==> config.mk <==
export PLATFORM = sky130hd
export DESIGN_NAME = iob2axi_wr_ctrl
export DESIGN_NICKNAME = d
export VERILOG_FILES = /design/src/rtl/iob2axi_wr_ctrl.sv
export SDC_FILE = /design/constraint.sdc
export NUM_CORES = 1
export LEC_CHECK = 0
export CORE_MARGIN = 2
export CORE_UTILIZATION = 50
export DETAILED_ROUTE_END_ITERATION = 10
export HOLD_SLACK_MARGIN = 0.12
export PLACE_DENSITY_LB_ADDON = 0.15
export SYNTH_ARGS = -nofsm -noshare
export SYNTH_HDL_FRONTEND = slang
export SYNTH_SLANG_ARGS = --single-unit
==> constraint.sdc <==
create_clock -name clk -period 5.5 [get_ports clk]
set_input_delay 0.825 -clock clk [delete_from_list [all_inputs] [get_ports clk]]
set_output_delay 0.825 -clock clk [all_outputs]
set_load 0.03 [all_outputs]
==> src/rtl/iob2axi_wr_ctrl.sv <==
// Burst scheduler for iob2axi_wr: splits one write command into AXI INCR bursts
// (max 2^`AXI_LEN_W beats, no 4 KB crossing). Optional abort/drain: IOB2AXI_WR_CTRL_ABORT_EN.
`ifndef AXI_LEN_W
`define AXI_LEN_W 8
`endif

module iob2axi_wr_ctrl #(
    parameter int unsigned ADDR_W = 32,
    parameter int unsigned DATA_W = 32,
    parameter int unsigned CNT_W  = 16
) (
    input  logic                    clk,
    input  logic                    rst,
    input  logic                    cmd_valid,
    input  logic [ADDR_W-1:0]       cmd_addr,
    input  logic [CNT_W-1:0]        cmd_len,
    output logic                    cmd_ready,
    output logic                    done,
    output logic                    error,
    input  logic                    in_valid,
    input  logic [DATA_W-1:0]       in_data,
    input  logic [DATA_W/8-1:0]     in_strb,
    output logic                    in_ready,
    output logic                    eng_valid,
    output logic [ADDR_W-1:0]       eng_addr,
    output logic [`AXI_LEN_W-1:0]   eng_length,
    output logic [DATA_W-1:0]       eng_wdata,
    output logic [DATA_W/8-1:0]     eng_wstrb,
    input  logic                    eng_sready,
    input  logic                    eng_ready,
    input  logic                    eng_error
);
    localparam int unsigned NB        = DATA_W / 8;
    localparam int unsigned OFF_W     = $clog2(NB);
    localparam int unsigned LEN_W     = `AXI_LEN_W;
    localparam int unsigned BW        = CNT_W + 1;
    localparam int unsigned MAX_BURST = 1 << LEN_W;

    typedef enum logic [2:0] {
        IDLE,
        CALC,
        ISSUE,
        DATA,
        RESP
`ifdef IOB2AXI_WR_CTRL_ABORT_EN
        , DRAIN
`endif
    } state_t;

    state_t             state_q, state_d;
    logic [ADDR_W-1:0]  addr_q, addr_d;
    logic [CNT_W-1:0]   rem_q, rem_d;
    logic [BW-1:0]      beats_q, beats_d;
    logic [BW-1:0]      bcnt_q, bcnt_d;
    logic [LEN_W-1:0]   len_q, len_d;
    logic               error_q, error_d;
    logic               done_q, done_d;

    // Burst size: smallest of remaining beats, max AXI burst, and room left in the 4 KB page
    logic [12:0]        page_room_c;
    logic [BW-1:0]      room_beats_c, lim_c, rem_ext_c, beats_c;
    logic [ADDR_W-1:0]  incr_c;

    assign page_room_c  = 13'(4096) - {1'b0, addr_q[11:0]};
    assign room_beats_c = BW'(page_room_c >> OFF_W);
    assign lim_c        = BW'(MAX_BURST);
    assign rem_ext_c    = BW'(rem_q);
    assign beats_c      = (rem_ext_c < lim_c)
                          ? ((rem_ext_c < room_beats_c) ? rem_ext_c : room_beats_c)
                          : ((lim_c < room_beats_c) ? lim_c : room_beats_c);
    assign incr_c       = ADDR_W'(beats_q) << OFF_W;

    assign eng_addr   = addr_q;
    assign eng_length = len_q;
    assign eng_wdata  = in_data;
    assign eng_wstrb  = in_strb;
    assign done       = done_q;
    assign error      = error_q;

    always_ff @(posedge clk or posedge rst) begin
        if (rst) begin
            state_q <= IDLE;
            addr_q  <= '0;
            rem_q   <= '0;
            beats_q <= '0;
            bcnt_q  <= '0;
            len_q   <= '0;
            error_q <= 1'b0;
            done_q  <= 1'b0;
        end else begin
            state_q <= state_d;
            addr_q  <= addr_d;
            rem_q   <= rem_d;
            beats_q <= beats_d;
            bcnt_q  <= bcnt_d;
            len_q   <= len_d;
            error_q <= error_d;
            done_q  <= done_d;
        end
    end

    always_comb begin
        state_d   = state_q;
        addr_d    = addr_q;
        rem_d     = rem_q;
        beats_d   = beats_q;
        bcnt_d    = bcnt_q;
        len_d     = len_q;
        error_d   = error_q;
        done_d    = 1'b0;
        cmd_ready = 1'b0;
        in_ready  = 1'b0;
        eng_valid = 1'b0;

        case (state_q)
            IDLE: begin
                cmd_ready = 1'b1;
                if (cmd_valid) begin
                    addr_d  = cmd_addr & ~ADDR_W'(NB - 1);
                    rem_d   = cmd_len;
                    error_d = 1'b0;
                    if (cmd_len == '0) done_d = 1'b1;
                    else               state_d = CALC;
                end
            end
            CALC: begin
                beats_d = beats_c;
                bcnt_d  = beats_c;
                len_d   = LEN_W'(beats_c - BW'(1));
                state_d = ISSUE;
            end
            ISSUE: begin
                eng_valid = 1'b1;
                if (eng_ready) state_d = DATA;
            end
            DATA: begin
                eng_valid = in_valid;
                in_ready  = eng_sready;
                if (in_valid && eng_sready) begin
                    bcnt_d = bcnt_q - BW'(1);
                    rem_d  = rem_q - CNT_W'(1);
                    if (bcnt_q == BW'(1)) state_d = RESP;
                end
            end
            RESP: begin
                // eng_valid stays low here so the engine cannot restart before we move on
                if (eng_ready) begin
                    error_d = error_q | eng_error;
                    addr_d  = addr_q + incr_c;
                    if (rem_q == '0) begin
                        done_d  = 1'b1;
                        state_d = IDLE;
                    end
`ifdef IOB2AXI_WR_CTRL_ABORT_EN
                    else if (eng_error) begin
                        state_d = DRAIN;
                    end
`endif
                    else begin
                        state_d = CALC;
                    end
                end
            end
`ifdef IOB2AXI_WR_CTRL_ABORT_EN
            DRAIN: begin
                in_ready = 1'b1;
                if (in_valid) begin
                    rem_d = rem_q - CNT_W'(1);
                    if (rem_q == CNT_W'(1)) begin
                        done_d  = 1'b1;
                        state_d = IDLE;
                    end
                end
            end
`endif
            default: state_d = IDLE;
        endcase
    end
endmodule
======== Word level (Yosys, flattened, before mapping) ========
Cells that the tools add are included.
word-level totals
  output and inout bits ................... 81
  logic and storage cells ................. 69
  input bits .............................. 91
  flip-flop bits (word level) ............. 94
cells by class
  equality and inequality tests ........... 11
  $lt $le $gt $ge ......................... 3
  add/sub/neg operators ................... 5
  muxes and demuxes ....................... 30
  reductions and logical operators ........ 11
  bitwise operators ....................... 1
operator list
  kind                      number
  $mux W16                  4
  $mux W32                  2
  $pmux W32 S2              1
  $pmux W17 S2              1
  $add A32 B18 Y32          1
  $logic_not A16 Y1         2
  $pmux W16 S2              1
  $mux W3                   6
  $eq A17 B1 Y1 const B     1
  $mux W17                  1
  $sub A17 B1 Y17 const B   1
  $lt A16 B11 Y1            1
  $lt A16 B9 Y1 const B     1
  $sub A16 B1 Y16 const B   1
  $pmux W3 S5               1
  $sub A13 B12 Y13 const A  1
  $ne A2 B2 Y1 const B      6
  $lt A9 B11 Y1 const A     1
  $mux W11                  1
  $mux W1                   9
  $sub A8 B1 Y8 const B     1
  $eq A3 B2 Y1 const B      2
  $pmux W1 S2               3
  $reduce_and A3 Y1         2
  8 further kinds           10

======== Longest topological paths before layout ========
  depth in word-level cells ............... 5
  gate-level depth with buffers ........... 19
  depth with buffers taken out ............ 17

======== Worst setup path after synthesis ========
OpenSTA, ideal clock, no wires.
  kind .................................... reg2reg
  from .................................... reg addr_q[5], in the netlist eng_addr[5]
  to ...................................... reg len_q[6], in the netlist eng_length[6]
  path slack .............................. 1.469 ns
  data required time ...................... 5.375 ns
  cell stages (with the launch flop) ...... 18
  arrival time ............................ 3.906 ns
  setup time .............................. 0.125 ns
  path through ............................ dfrtp_1 -> buf_6 -> or4_4 -> or3_2 -> nand2_1 -> ha_1 -> a21oi_1 -> o21a_1 -> o31ai_1 -> a21o_1 -> buf_4 -> a21o_1 -> a22oi_2 -> ha_1 -> o211ai_1 -> nor2_1 -> xnor2_1 -> mux2_4
between the ends
  word-level cells in the longest chain between the ends .. 5
  elaborated cells on any way between the ends .. 7
  those cells by class .................... 2 x add/sub; 2 x order compare; 3 x mux
ends and longest elaborated chain
  item                                             RTL line  source
  from (decl)                                      51        logic [ADDR_W-1:0] addr_q, addr_d;
  from (signal assigned)                           92        addr_q <= addr_d;
  $sub A13 B12 Y13 *                               64        assign page_room_c = 13'(4096) - {1'b0, addr_q[11:0]};
  $lt A16 B11 Y1 or $lt A9 B11 Y1 (tied branches)  69, 70
  $mux W16 or $mux W11 (tied branches)             69, 70
  $mux W16 *                                       69        ? ((rem_ext_c < room_beats_c) ? rem_ext_c : room_beats_c)
  $sub A8 B1 Y8 *                                  129       len_d = LEN_W'(beats_c - BW'(1));
  to (signal assigned)                             96        len_q <= len_d;
  to (decl)                                        55        logic [LEN_W-1:0] len_q, len_d;
Mark *: on every way between the ends. The rest lies on a longest branch, timed or not.
A chain may end at the register's enable or synchronous reset.

======== Final worst setup path ========
  from .................................... reg addr_q[2], in the netlist eng_addr[2]
  to ...................................... reg len_q[6], in the netlist eng_length[6]
Same word-level chain as after synthesis.

==> run summary <==
In this run, flip-flops and latches consume around 28% of the power. The worst-case IR drop observed on VDD is 241.2 uV. Dividing the synthesized area by the synthesized cell count gives 8.185 um2. The length of routed met3 wiring came out at 1199 um. The startpoint type of the worst setup path is a flop.

After routing, the total negative slack on setup checks comes to 0 ps. The die area came out at around 14000 um2. Setup repair after global routing left no endpoint under its margin. The first-pass GRT wire length came out at 30370 um. Clock tree synthesis inserted a total of 9 buffers.

The clock-pin slew reported for the worst setup and hold paths after clock tree synthesis came out at 70 ps. The wire length on met1 is about 7900 um. The count of non-filler cells in the finished layout is a little over 1000. Among all cell types in the netlist, the one instantiated most often is sky130_fd_sc_hd__nand2_1.

The register-to-register setup slack is 780 ps. The maximum clock insertion buffer count came out at 2. Synthesis inferred 92 register bits.

The wire length after detailed routing is 18380 um. Before antenna repair, the detailed router went through 4 iterations. The number of cells traversed by the worst register-to-register path is 16. The post-synthesis sequential area ratio came out at between 30% and 40%. Yosys attributes the largest share of cell area to sky130_fd_sc_hd__dfrtp_1 35%, sky130_fd_sc_hd__a21oi_1 6.1%, sky130_fd_sc_hd__ha_1 6.0%. The biggest area consumer among synthesized cells is sky130_fd_sc_hd__dfrtp_1. Combinational cells account for 57.1% of the total power. The tree is rooted in a sky130_fd_sc_hd__clkbuf_16.

The fraction of final layout cells with drive strength greater than 1 came out at 5.183%. The count of antenna diodes in the layout came out at 0. For this design the top-level I/O count stands at 172.

The area of the mapped netlist is approximately 6600 um2. The share of the cycle needed by the critical path after routing is a little under nine tenths. The remaining global-route overflow came out at 0.

The max-slew violation count is 0. Static timing analysis puts the maximum clock frequency at roughly 210 MHz. The number of buffers inserted for hold repair after clock tree synthesis came out at 0. The run finished with clean final reports. The number of global-route vias before repair came out at slightly above 6000. The max-capacitance violation count came out at 0.

The worst register-to-register path ends at eng_length[6]. The post-CTS setup-driven buffer insertion count is 0. For this design the total switching power over the nets is roughly 0.0021 W. Counting instances in the post-synthesis netlist gives the leading cell types as 97 x sky130_fd_sc_hd__nand2_1, 92 x sky130_fd_sc_hd__dfrtp_1, 81 x sky130_fd_sc_hd__a21oi_1, 81 x sky130_fd_sc_hd__nor2_1, 62 x sky130_fd_sc_hd__o21ai_0. The average wire length per cell after detail routing came out at 17.93 um. The switching power share of the total is 47.96%. The portion of synthesized cell area occupied by the leading cell type came out at 34.77%. Synthesis produced 809 cells. The width of the chip is approximately 120 um. The internal power of the cells totals about 0.0023 W. The TritonCTS sink count came out at 92. Dividing the detail-routed via count by the number of cells gives 6.027. The critical path in this run is classified as flop to flop.

The worst hold path was traced through 2 stages. The clock tree from TritonCTS is built. The insertion delay to the later sink of the worst-skew pair came out at 350 ps.

The effective utilization at floorplan is 50.60%. The cell row count came out at 42. In this run the power density over the cells is 576.0 nW/um2.

The area growth from synthesis to layout is 15.67%. In this run the tightest slew margin relative to its limit is a little under a fifth. The maximum number of pins on one net before global-route repair came out at 51.

After legalization and detailed placement, the total HPWL measured 13410 um. The standard cell core area came out at between 10000 and 15000 um2. The arrival time at the worst endpoint is between 4000 and 5000 ps. The final setup violation count came out at 0. The detailed route wirelength on metal2 came out at just under 9000 um. The actual transition at the worst max-transition pin came out at around 1200 ps. The static power due to leakage is about 3.4 nW. The number of filler cells placed in the layout is 1203. The number of levels the H-tree was split into came out at 3.

The worst setup path is captured at a flop. In this run the tool buffered the top-level ports with 95 buffer cells. The congestion estimate from routability-driven global placement came to around 0.9. The starting DRC count in detailed routing came out at 399. STA puts the critical path data required time at 5740 ps.

The number of nets still failing antenna checks after routing came out at 0. The fraction of registers with async set/reset came out at 100.0%. The most used flip-flop cell after synthesis is sky130_fd_sc_hd__dfrtp_1. The DRC violation count after routing is 0.

The number of enable flip-flop cells after synthesis is 0. The fraction of power consumed by the clock network is 14.4%. The initial antenna violation count is 0. The endpoint of the worst hold path is beats_q[9]. The count of synthesis-stage warnings from yosys came out at 0. After layout, the minimum clock period comes to around 4700 ps. The startpoint of the worst register-to-register path is eng_addr[2].

The layout net count came out at 969. The total instance count after detailed placement came out at 1010. The worst setup skew after layout is 4.170 ps. The count of unique library cells instantiated by Yosys came out at 77. The highest layer touched by signal routing is met4.

The total global-route track usage came out at between 20% and 30%. The number of vias after detailed routing is about 6200. The largest fanout on the critical path is 11. The worst hold path begins at beats_q[9]. The min-delay analysis places its worst path in the category flop to flop.

The number of cells upsized or downsized after cts came out at 0. The final count of hold timing violations came to 0. The die height came out at between 100 and 150 um.
[per-stage QoR]
stage	utilization, %	area, um2	hold slack [ps]	setup slack [ps]	total power (W)
after floorplan	-	6625	452.6	1469	0.003041
after global placement	56.29	7366	461.3	1115	0.003627
after detailed placement	56.29	7366	471.4	907.9	0.003740
after CTS	58.53	7659	488.6	885.4	0.004396
after global routing	58.53	7659	505.2	486.4	0.004740
final	58.53	7659	481.6	784.1	0.004411
[worst max path at each step]
stage,cells after the start,end,start,slack (ps)
global placement,16,eng_length[6],eng_addr[2],1120
global route,16,eng_length[6],eng_addr[2],490
finish,16,eng_length[6],eng_addr[2],780
floorplan,17,eng_length[6],eng_addr[5],1470
CTS,16,eng_length[6],eng_addr[2],890
detailed placement,16,eng_length[6],eng_addr[2],910
[logic make-up after synthesis]
logic type	Yosys count	share of synthesized area, %
AND/OR/NAND/NOR	312	22.90
multiplexers	6	1.001
buffers and inverters	99	8.390
flip-flops	92	34.77
XOR/XNOR	29	3.836
AO/OA/AOI/OAI	237	22.70
adder cells (fa/ha/maj)	33	6.349
other	1	0.05663
[cell usage in the layout, fill, tap and decap left out, types with 4 or more instances in the layout]
| master | count |
|---|---|
| sky130_fd_sc_hd__nand2_1 | 97 |
| sky130_fd_sc_hd__clkdlybuf4s50_1 | 95 |
| sky130_fd_sc_hd__dfrtp_1 | 92 |
| sky130_fd_sc_hd__nor2_1 | 81 |
| sky130_fd_sc_hd__a21oi_1 | 81 |
| sky130_fd_sc_hd__o21ai_0 | 62 |
| sky130_fd_sc_hd__ha_1 | 32 |
| sky130_fd_sc_hd__nor3_1 | 27 |
| sky130_fd_sc_hd__inv_1 | 22 |
| sky130_fd_sc_hd__xnor2_1 | 18 |
| sky130_fd_sc_hd__nand3_1 | 17 |
| sky130_fd_sc_hd__nor4_1 | 13 |
| sky130_fd_sc_hd__a21o_1 | 12 |
| sky130_fd_sc_hd__and2_1 | 11 |
| sky130_fd_sc_hd__xor2_1 | 11 |
| sky130_fd_sc_hd__or3_1 | 10 |
| sky130_fd_sc_hd__and3_1 | 9 |
| sky130_fd_sc_hd__o22ai_1 | 9 |
| sky130_fd_sc_hd__clkbuf_16 | 9 |
| sky130_fd_sc_hd__a211oi_1 | 8 |
| sky130_fd_sc_hd__o21a_1 | 7 |
| sky130_fd_sc_hd__nand2b_1 | 7 |
| sky130_fd_sc_hd__nand4_1 | 7 |
| sky130_fd_sc_hd__or4_1 | 6 |
| sky130_fd_sc_hd__nor2b_1 | 6 |
| sky130_fd_sc_hd__a31oi_1 | 6 |
| sky130_fd_sc_hd__o21ai_1 | 5 |
| sky130_fd_sc_hd__buf_4 | 5 |
| sky130_fd_sc_hd__o31ai_1 | 4 |
| sky130_fd_sc_hd__o211ai_1 | 4 |
| sky130_fd_sc_hd__mux2i_1 | 4 |
[power groups by stage]
stage	Combinational, W	Clock (W)	Sequential [W]
after floorplan	0.00169	0	0.00135
after global routing	0.00277	0.000675	0.00129
after global placement	0.00238	0	0.00124
after detailed placement	0.00248	0	0.00126
final	0.00252	0.000637	0.00125
after CTS	0.00250	0.000648	0.00125
[final cells by class]
class,instances,area [um2],area share (%)
multi-input cells,619,3767,49.19
flip-flops and latches,92,2302,30.06
repair buffers,100,988.4,12.91
clock buffers,11,242.7,3.169
well taps,176,220.2,2.875
inverters,23,87.58,1.144
clock inverters,4,50.05,0.6535
[flip-flops by register name, indices dropped and copies added, names as in the netlist]
signal / flops
bcnt_q: 17
beats_q: 16
done: 1
eng_addr: 30
eng_length: 8
error: 1
rem_q: 16
state_q: 3
[worst max-delay path, cell delays in order (launching register included)]
cell                       delay [ps]
sky130_fd_sc_hd__dfrtp_1          550
sky130_fd_sc_hd__inv_1            190
sky130_fd_sc_hd__ha_1             240
sky130_fd_sc_hd__or3b_2           470
sky130_fd_sc_hd__or3_2            450
sky130_fd_sc_hd__nand2_2          140
sky130_fd_sc_hd__ha_1             130
sky130_fd_sc_hd__nand2_1           50
sky130_fd_sc_hd__nor3_1           430
sky130_fd_sc_hd__a21o_1           410
sky130_fd_sc_hd__nor2_1           170
sky130_fd_sc_hd__a22oi_2          430
sky130_fd_sc_hd__ha_1             300
sky130_fd_sc_hd__o211ai_1         110
sky130_fd_sc_hd__nor2_1           160
sky130_fd_sc_hd__xnor2_1          100
sky130_fd_sc_hd__mux2_4           270
[metal layers]
layer | track usage, % | up-vias
met3 | 4.885 | 51
li1 | - | 2939
met2 | 42.89 | 200
met5 | 0 | -
met1 | 34.40 | 2988
met4 | 11.90 | 0
(Power assumes the default switching activity.)
